### src/rtl/temp_pkg.sv
// ============================================================================
// Module      : temp_pkg
// Description : Shared definitions for the temperature scanning block:
//               sensor word width, scheduler state encodings and the
//               four classification levels produced by the comparator.
// Revision    : 1.0 - initial release
// ============================================================================
`default_nettype none

package temp_pkg;

    localparam int TEMP_W = 16;

    typedef enum logic [2:0] {
        OCIOSO   = 3'd0,
        CARREGA  = 3'd1,
        MEDE     = 3'd2,
        REGISTRA = 3'd3,
        FIM      = 3'd4
    } estado_t;

    localparam logic [1:0] NIVEL_NORMAL  = 2'd0;
    localparam logic [1:0] NIVEL_ATENCAO = 2'd1;
    localparam logic [1:0] NIVEL_ALERTA  = 2'd2;
    localparam logic [1:0] NIVEL_CRITICO = 2'd3;

endpackage

`default_nettype wire

### src/rtl/escalonador_temperaturas_comparador.sv
// ============================================================================
// Module      : comparador_temperaturas
// Description : Combinational classifier of one unsigned temperature against
//               four thresholds. First match wins, so non-monotonic limits
//               are tolerated without any ordering check.
// Ports       : temp       - reading to classify
//               lim_temp1-4 - level thresholds
//               nivel      - 0 (<=lim1), 1 (<=lim2), 2 (<=lim3), 3 otherwise
// Revision    : 1.0 - initial release
// ============================================================================
`default_nettype none

module comparador_temperaturas
    import temp_pkg::*;
(
    input  logic [TEMP_W-1:0] temp,
    input  logic [TEMP_W-1:0] lim_temp1,
    input  logic [TEMP_W-1:0] lim_temp2,
    input  logic [TEMP_W-1:0] lim_temp3,
    input  logic [TEMP_W-1:0] lim_temp4,
    output logic [1:0]        nivel
);

    // lim_temp4 only bounds the critical band from below by construction
    // (everything above lim3 is critical), so it does not steer the result.
    logic w_lim4_unused;
    assign w_lim4_unused = ^lim_temp4;

    always_comb begin
        nivel = NIVEL_CRITICO;
        if (temp <= lim_temp1) begin
            nivel = NIVEL_NORMAL;
        end else if (temp <= lim_temp2) begin
            nivel = NIVEL_ATENCAO;
        end else if (temp <= lim_temp3) begin
            nivel = NIVEL_ALERTA;
        end
    end

endmodule

`default_nettype wire

### src/rtl/escalonador_temperaturas.sv
// ============================================================================
// Module      : escalonador_temperaturas
// Description : Scans N_SENSORES readings through one shared comparator,
//               double-buffers the per-sensor levels and their maximum, and
//               raises an over-temperature alarm after ALARME_SCANS
//               consecutive scans whose maximum is critical.
// Ports       : clock, reset (async, active-high)
//               iniciar   - start a scan (sampled only when idle)
//               continuo  - restart immediately after each scan
//               temps     - sensor i at temps[16*i +: 16]
//               lim_temp1-4 - thresholds, snapshotted at scan start
//               niveis    - sensor i level at niveis[2*i +: 2]
//               nivel_max - maximum of niveis
//               pronto    - one-cycle pulse, coincident with fresh niveis
//               ocupado   - high whenever a scan is in progress
//               alarme    - debounced over-temperature flag
//               db_estado - current state encoding
// Revision    : 1.0 - initial release
// ============================================================================
`default_nettype none

module escalonador_temperaturas
    import temp_pkg::*;
#(
    parameter int N_SENSORES   = 4,
    parameter int ALARME_SCANS = 3
)
(
    input  logic                         clock,
    input  logic                         reset,
    input  logic                         iniciar,
    input  logic                         continuo,
    input  logic [TEMP_W*N_SENSORES-1:0] temps,
    input  logic [TEMP_W-1:0]            lim_temp1,
    input  logic [TEMP_W-1:0]            lim_temp2,
    input  logic [TEMP_W-1:0]            lim_temp3,
    input  logic [TEMP_W-1:0]            lim_temp4,
    output logic [2*N_SENSORES-1:0]      niveis,
    output logic [1:0]                   nivel_max,
    output logic                         pronto,
    output logic                         ocupado,
    output logic                         alarme,
    output logic [2:0]                   db_estado
);

    localparam int IDX_W = (N_SENSORES > 1) ? $clog2(N_SENSORES) : 1;
    localparam int CNT_W = $clog2(ALARME_SCANS + 1);

    localparam logic [IDX_W-1:0] C_IDX_ULTIMO = IDX_W'(N_SENSORES - 1);
    localparam logic [CNT_W-1:0] C_CNT_MAX    = CNT_W'(ALARME_SCANS);

    estado_t                 r_estado;
    estado_t                 w_proximo;
    logic [IDX_W-1:0]        r_idx;
    logic [TEMP_W-1:0]       r_temp_sel;
    logic [TEMP_W-1:0]       w_temp_mux;
    logic [TEMP_W-1:0]       r_lim1;
    logic [TEMP_W-1:0]       r_lim2;
    logic [TEMP_W-1:0]       r_lim3;
    logic [TEMP_W-1:0]       r_lim4;
    logic [1:0]              r_shadow [N_SENSORES];
    logic [1:0]              r_max;
    logic [1:0]              w_nivel;
    logic [CNT_W-1:0]        r_cnt;
    logic [CNT_W-1:0]        w_cnt_inc;
    logic                    w_ultimo;
    logic [2*N_SENSORES-1:0] r_niveis;
    logic [1:0]              r_nivel_max;
    logic                    r_pronto;
    logic                    r_alarme;

    assign w_ultimo  = (r_idx == C_IDX_ULTIMO);
    // Saturating increment: the counter holds at ALARME_SCANS instead of wrapping.
    assign w_cnt_inc = (r_cnt == C_CNT_MAX) ? r_cnt : r_cnt + CNT_W'(1);

    // ------------------------------------------------------------------
    // Shared comparator: always sees the sampled reading and the limit
    // snapshot, never the live limit inputs.
    // ------------------------------------------------------------------
    comparador_temperaturas u_comparador (
        .temp      (r_temp_sel),
        .lim_temp1 (r_lim1),
        .lim_temp2 (r_lim2),
        .lim_temp3 (r_lim3),
        .lim_temp4 (r_lim4),
        .nivel     (w_nivel)
    );

    // ------------------------------------------------------------------
    // FSM
    // ------------------------------------------------------------------
    always_ff @(posedge clock or posedge reset) begin
        if (reset) begin
            r_estado <= OCIOSO;
        end else begin
            r_estado <= w_proximo;
        end
    end

    always_comb begin
        w_proximo = r_estado;
        case (r_estado)
            OCIOSO:   if (iniciar) w_proximo = CARREGA;
            CARREGA:  w_proximo = MEDE;
            MEDE:     w_proximo = REGISTRA;
            REGISTRA: w_proximo = w_ultimo ? FIM : MEDE;
            FIM:      w_proximo = continuo ? CARREGA : OCIOSO;
            default:  w_proximo = OCIOSO;
        endcase
    end

    // Reading selected by the scan index.
    always_comb begin
        w_temp_mux = temps[TEMP_W-1:0];
        for (int i = 0; i < N_SENSORES; i++) begin
            if (r_idx == IDX_W'(i)) begin
                w_temp_mux = temps[TEMP_W*i +: TEMP_W];
            end
        end
    end

    // ------------------------------------------------------------------
    // Datapath: snapshot, sampling, shadow levels, published outputs and
    // alarm debounce.
    // ------------------------------------------------------------------
    always_ff @(posedge clock or posedge reset) begin
        if (reset) begin
            r_idx       <= '0;
            r_temp_sel  <= '0;
            r_lim1      <= '0;
            r_lim2      <= '0;
            r_lim3      <= '0;
            r_lim4      <= '0;
            r_max       <= '0;
            r_cnt       <= '0;
            r_niveis    <= '0;
            r_nivel_max <= '0;
            r_pronto    <= 1'b0;
            r_alarme    <= 1'b0;
            for (int i = 0; i < N_SENSORES; i++) begin
                r_shadow[i] <= '0;
            end
        end else begin
            r_pronto <= 1'b0;
            case (r_estado)
                CARREGA: begin
                    r_lim1 <= lim_temp1;
                    r_lim2 <= lim_temp2;
                    r_lim3 <= lim_temp3;
                    r_lim4 <= lim_temp4;
                    r_idx  <= '0;
                    r_max  <= '0;
                end
                MEDE: begin
                    r_temp_sel <= w_temp_mux;
                end
                REGISTRA: begin
                    for (int i = 0; i < N_SENSORES; i++) begin
                        if (r_idx == IDX_W'(i)) begin
                            r_shadow[i] <= w_nivel;
                        end
                    end
                    if (w_nivel > r_max) begin
                        r_max <= w_nivel;
                    end
                    if (!w_ultimo) begin
                        r_idx <= r_idx + IDX_W'(1);
                    end
                end
                FIM: begin
                    for (int i = 0; i < N_SENSORES; i++) begin
                        r_niveis[2*i +: 2] <= r_shadow[i];
                    end
                    r_nivel_max <= r_max;
                    r_pronto    <= 1'b1;
                    if (r_max == NIVEL_CRITICO) begin
                        r_cnt    <= w_cnt_inc;
                        r_alarme <= (w_cnt_inc == C_CNT_MAX);
                    end else begin
                        r_cnt    <= '0;
                        r_alarme <= 1'b0;
                    end
                end
                default: ;
            endcase
        end
    end

    assign niveis    = r_niveis;
    assign nivel_max = r_nivel_max;
    assign pronto    = r_pronto;
    assign alarme    = r_alarme;
    assign ocupado   = (r_estado != OCIOSO);
    assign db_estado = r_estado;

endmodule

`default_nettype wire

### config.mk
export PLATFORM = sky130hd
export DESIGN_NAME = escalonador_temperaturas
export DESIGN_NICKNAME = d
export VERILOG_FILES = /design/src/rtl/temp_pkg.sv /design/src/rtl/escalonador_temperaturas_comparador.sv /design/src/rtl/escalonador_temperaturas.sv
export SDC_FILE = /design/constraint.sdc
export NUM_CORES = 1
export LEC_CHECK = 0
export CORE_MARGIN = 5
export CORE_UTILIZATION = 37
export DETAILED_ROUTE_END_ITERATION = 12
export GPL_TIMING_DRIVEN = 0
export PLACE_DENSITY = 0.64
export SETUP_SLACK_MARGIN = 0.2
export SLEW_MARGIN = 20
export SYNTH_ARGS = -nofsm -noshare
export SYNTH_HDL_FRONTEND = slang
export SYNTH_SLANG_ARGS = --single-unit
export TNS_END_PERCENT = 5
### constraint.sdc
create_clock -name clock -period 8 [get_ports clock]
set_input_delay 2 -clock clock [delete_from_list [all_inputs] [get_ports clock]]
set_output_delay 2 -clock clock [all_outputs]
set_load 0.03 [all_outputs]
# Word-level counts from Yosys, hierarchy flattened
# Index checks and enable logic that the tools add are counted.
# W data, S select, Z words.
dict set report op_classes {
  addsub 2
  mux 18
  n_eq_ne 13
  n_lt_le_gt_ge 4
  reduce_logical 10
}
# operator n
set ops {}
lappend ops {{$le A16 B16 Y1} 3}
lappend ops {{$mux W16} 3}
lappend ops {{$pmux W3 S5} 1}
lappend ops {{$mux W2} 6}
lappend ops {{$reduce_and A2 Y1} 6}
lappend ops {{$eq A2 B2 Y1 const B} 5}
lappend ops {{$pmux W2 S2} 2}
lappend ops {{$eq A3 B2 Y1 const B} 2}
lappend ops {{$mux W3} 2}
lappend ops {{$ne A2 B2 Y1 const B} 3}
lappend ops {{$add A2 B1 Y2 const B} 2}
lappend ops {{$mux W1} 4}
lappend ops {{$eq A3 B1 Y1 const B} 1}
lappend ops {{$eq A3 B3 Y1 const B} 1}
lappend ops {{$logic_not A3 Y1} 1}
lappend ops {{$reduce_bool A3 Y1} 1}
lappend ops {{$eq A2 B1 Y1 const B} 1}
lappend ops {{$gt A2 B2 Y1} 1}
lappend ops {{$logic_not A2 Y1} 1}
lappend ops {{$reduce_bool A2 Y1} 1}
dict set report totals {
  output_inout_bits 16
  ff_bits 93
  elab_cells 63
  in_bits 132
}

# Longest topological paths before layout
dict set report logic_depth {
  ltp_word 7
  depth_mapped 13
  ltp_nobuf 13
}

# Cells and area by module
# From an unflattened synthesis, not the netlist that was laid out.
dict set report hier_totals {
  hier_cells 529
  hier_area_um2 5980.7
}
# mod seq_area_each_um2 n_inst area_per_inst_um2 cells_per_inst
set modules_own_cells {}
lappend modules_own_cells {escalonador_temperaturas 2727.6 1 4754.6 363}
lappend modules_own_cells {comparador_temperaturas 0.0 1 1226.2 166}

# Worst setup path after synthesis
# OpenSTA, ideal clock, no wires.
dict set report synth_timing {
  kind {reg2out}
  start {register r_estado[1], in the netlist db_estado[1]}
  end {output port ocupado}
  required_ps 6000
  path_stages_with_launch 3
  arrival_time_ps 1206
  path_buffers 1
  setup_slack_ps 4794
  cell_sequence {dfrtp_1 > clkbuf_1 > or3_1}
}
dict set report synth_via {
  elab_chain_len 1
}
# item line_no
set synth_lines {}
lappend synth_lines {{start: declaration} escalonador_temperaturas.sv:52} ;# estado_t r_estado;
lappend synth_lines {{start signal: assignment} escalonador_temperaturas.sv:96} ;# r_estado <= w_proximo;
lappend synth_lines {{$reduce_bool A3 Y1} escalonador_temperaturas.sv:193} ;# assign ocupado = (r_estado != OCIOSO);
lappend synth_lines {{end: declaration} escalonador_temperaturas.sv:41} ;# output logic ocupado,
# No other way between the ends.

# Worst setup path in the final report
# Ends and elaborated chain as after synthesis.

==> impl.org <==
** Synthesis
- Top post-synthesis cells by count :: 98 x nand2_1, 93 x dfrtp_1, 68 x a21oi_1
- In this run, synthesis produced a sequential element count of 93.
- Among all cell types in the netlist, the one instantiated most often is nand2_1.
- The most used flip-flop cell after synthesis is dfrtp_1.
- Of the post-synthesis cell area, the dominant cell type holds between 40 and 50%.
- After synthesis, the netlist uses 41 different library cells.
- Share of flip-flops with an asynchronous set or reset after synthesis :: 100%
- The number of nets handed over by synthesis was 777.
- Mean cell area of the mapped netlist :: 8.83 µm²
- The synthesized design spends more area on one cell type than any other, namely dfrtp_1.
- By area the synthesized netlist is led by dfrtp_1 45%, ha_1 13%, nand2_1 7.0%.
- Sequential area share after synthesis :: 44.6%
- Count of warnings emitted by yosys :: 0
- Mapped cell area :: 5220 µm²
- Counting flops with a built-in enable in the synthesized netlist gives 0.
- Count of mapped cells out of synthesis :: 591

** Clocking
- Clock transition at the registers of the reported paths :: around 0.060 ns
- Clock latency at the later pin of the worst-skew pair :: around 0.35 ns
- The cell sitting at the root of the clock tree is a clkbuf_16.
- Clock tree from TritonCTS :: done
- TritonCTS created 9 clock buffers.
- Buffers inserted by post-CTS timing repair :: 0
- The number of gates resized after CTS was 0.
- Number of clock sinks :: 93
- Quantity of hold-fixing buffers added after cts :: 0
- The H-tree was split into 3 levels.
- The clock passes through at most 2 buffers.

** Worst setup path
- The signal on the critical path passes through clkbuf_1 -> or3_1 -> clkdlybuf4s50_1.
- R2R setup slack :: 4.24 ns
- Type of element capturing the critical path :: output port
- The slowest stage of the critical path belongs to the cell clkdlybuf4s50_1.
- Critical Setup Path Class :: register to output port
- Data on the critical path is required at its endpoint by 6.00 ns.
- Cell family contributing the most delay on the critical path :: buffers and inverters
- In this run the worst path has a maximum fanout of 10.
- Largest incremental delay on the critical path :: 0.60 ns
- At the worst endpoint, the arrival time is slightly below 2 ns.
- STA classifies the critical path startpoint as a register.
- The number of buffers and inverters on the critical path is 2.

** Global routing
- For this run, global-route usage on met3 was measured as under 10%.
- Total routing resource utilization after global routing :: 17.9%
- Entering global routing, the biggest net connects approximately 50 pins.
- The first global-routing pass estimated between 20 and 25 mm of wire.
- The via count of the first global-routing pass is 4865.
- Global routing usage on met1 :: 23.3%
- Summed over all layers, the global routing overflow is 0.
- In the global route stage, met2 resource usage came out at 29.5%.
- Layer with the highest usage :: met2
- Number of antenna violations at the first check in global routing :: 0

** STA
- Clk_skew :: 0.00885 ns
- Worst-case headroom to the max-slew limit :: about 40%
- Maximum achievable frequency :: 0.254 GHz
- On the final layout, the worst hold slack is 0.472 ns.
- Worst Setup Slack, final :: around 4.1 ns
- Setup Total Neg Slack :: 0 ns
- Endpoints failing hold :: 0
- Total setup violations reported at the end of the flow :: 0
- The count of pins over their slew limit came to 0.
- The smallest clock period supported by the final layout is computed as slightly below 4 ns.
- The worst path uses 49.2% of the clock period.
- Unrepaired setup endpoints after global routing :: false
- For the pin with the worst max-slew slack, the measured transition is 0.897 ns.

** Floorplanning
- The die is 129 µm wide.
- I/O pin total :: 148
- After floorplanning, the core was sized to cover 13900 µm².
- Initial Utilization :: a little under two fifths
- The floorplan step defined a die boundary enclosing 16600 µm².
- From bottom edge to top edge, the die measures about 130 µm.
- The floorplan has between 40 and 50 rows.

** Routing
- Before antenna repair, the detailed router went through 4 iterations.
- Across all layers, the routed design uses between 4000 and 5000 vias.
- Total wire length after detailed routing :: roughly 14 mm
- Number of DRC violations after detailed-routing iteration 0 :: ~270
- Using the TritonRoute via totals, the vias-per-cell ratio works out to 5.01.
- Routed wirelength normalized by instance count :: 15.5 µm
- Count of antenna-violating nets left after detailed routing :: 0
- Total DRC errors in the routed layout :: 0

** Power and ir drop
- Of the total power, the share spent switching nets is 43.8%.
- Across the VDD grid, the largest voltage drop is between 100 and 150 µV.
- Combinational share of power :: 53.4%
- Share of total power in the clock network :: around 15%
- Areal power density over the cells :: 374 nW/µm²
- Internal power comes to about 1.5 mW.
- For this design the total switching power over the nets is about 1.2 mW.
- Cell leakage power :: ~3.2 nW
- Power share of the sequential group :: roughly a third

** Hold path
- Worst min-delay path category :: register to register

** Final layout
- Final Core Density :: 50.8%
- Of the cells placed in the final design, the portion with a size suffix greater than 1 is 5.01%.
- For this run, the post-layout net count is 920.
- Area grow syn2layout :: 35.1%
- The number of antenna diodes in the final layout is 0.
- Final Instance Count excl. Fillers :: 918

** Placed design
- In this run, placement finished with an instance count of 903.
- Port bufs :: 131
- HPWL after detailed placement :: around 11 mm
- Before CTS, the worst setup slack after placement is approximately 4.3 ns.
- Weighted congestion reported at the end of routability-driven placement :: around 0.88

** Job
- Max_cap viols :: 0

** Run status
- The run finished with clean final reports.
## final timing paths
path                                            start               endpoint  cells after the start
max                          db_estado[1]$_DFFE_PP0P_                ocupado                      3
min                           r_shadow[7]$_DFFE_PP0P_  niveis[1]$_DFFE_PP0P_                      2
max reg2reg                r_temp_sel[14]$_DFFE_PP0P_   r_max[0]$_DFFE_PP0P_                     12
min reg2reg                   r_shadow[7]$_DFFE_PP0P_  niveis[1]$_DFFE_PP0P_                      2
max in group asynchronous                       reset  r_lim2[2]$_DFFE_PP0P_                      3
min in group asynchronous                       reset  niveis[0]$_DFFE_PP0P_                      2
## stage by stage
stage | area (µm²) | total power [mW]
after floorplan | 5220 | 1.81
after global placement | 6760 | 2.19
after detailed placement | 6790 | 2.27
after CTS | 7050 | 2.67
after global routing | 7050 | 2.91
final | 7050 | 2.64
## tightest hold or removal path: stages (launching register included)
cell and delay [ns]:
dfrtp_1 0.34, nand2_1 0.05, nand2_1 0.05
## cells in the final DEF, fill, tap and decap left out, drive strengths merged, types with 2 or more instances in the layout
cell type      count
a21boi             3
a21o               3
a21oi             68
a221o              3
and2               2
buf                9
clkbuf            27
clkdlybuf4s50    131
clkinv             3
clkinvlp           3
dfrtp             93
ha                54
inv               54
mux2               3
mux2i             16
nand2             98
nand2b             2
nand3             12
nand4              8
nor2              55
nor2b              6
nor3               3
nor4               3
o21ai             64
o22ai              2
o31a               2
o31ai              3
## registers in the layout, summed over array words and instances (netlist names)
register / flops
r_shadow: 8
r_idx: 2
pronto: 1
alarme: 1
r_max: 2
r_cnt: 2
r_lim2: 16
r_lim1: 16
r_temp_sel: 16
nivel_max: 2
r_lim3: 16
db_estado: 3
niveis: 8
## metal layers
| metal | routed length (µm) | up-vias |
|---|---|---|
| li1 | - | 2289 |
| met1 | 6200 | 2157 |
| met3 | 936 | 19 |
| met4 | 249 | 0 |
| met2 | 6870 | 132 |
| met5 | 0 | - |
## power by group through the flow
stage          combinational (mW)  clock (mW)  sequential, mW
3_5_place_dp                 1.41           0           0.853
3_3_place_gp                 1.35           0           0.845
4_1_cts                      1.42       0.398           0.845
2_1_floorplan               0.992           0           0.823
6_report                     1.41       0.389           0.842
5_1_grt                      1.63       0.416           0.864
## kinds of logic after synthesis
| kind of cell | Yosys count | synth area share [%] |
|---|---|---|
| DFF | 93 | 44.6 |
| and+or+nand+nor | 193 | 16.0 |
| AOI/OAI and AO/OA | 152 | 16.8 |
| buffers and inverters | 80 | 5.92 |
| adders and majority gates | 54 | 12.9 |
| muxes | 19 | 3.71 |
## layout make-up
cell class,count,area [µm²]
sequential,93,2330
multi-input combinational,418,2580
inverter,54,205
clock inverter,6,41.3
clock buffer,9,225
tap,180,225
buffer,26,106
fill,1317,6830
timing repair buffer,132,1340
(Power assumes the default switching activity.)
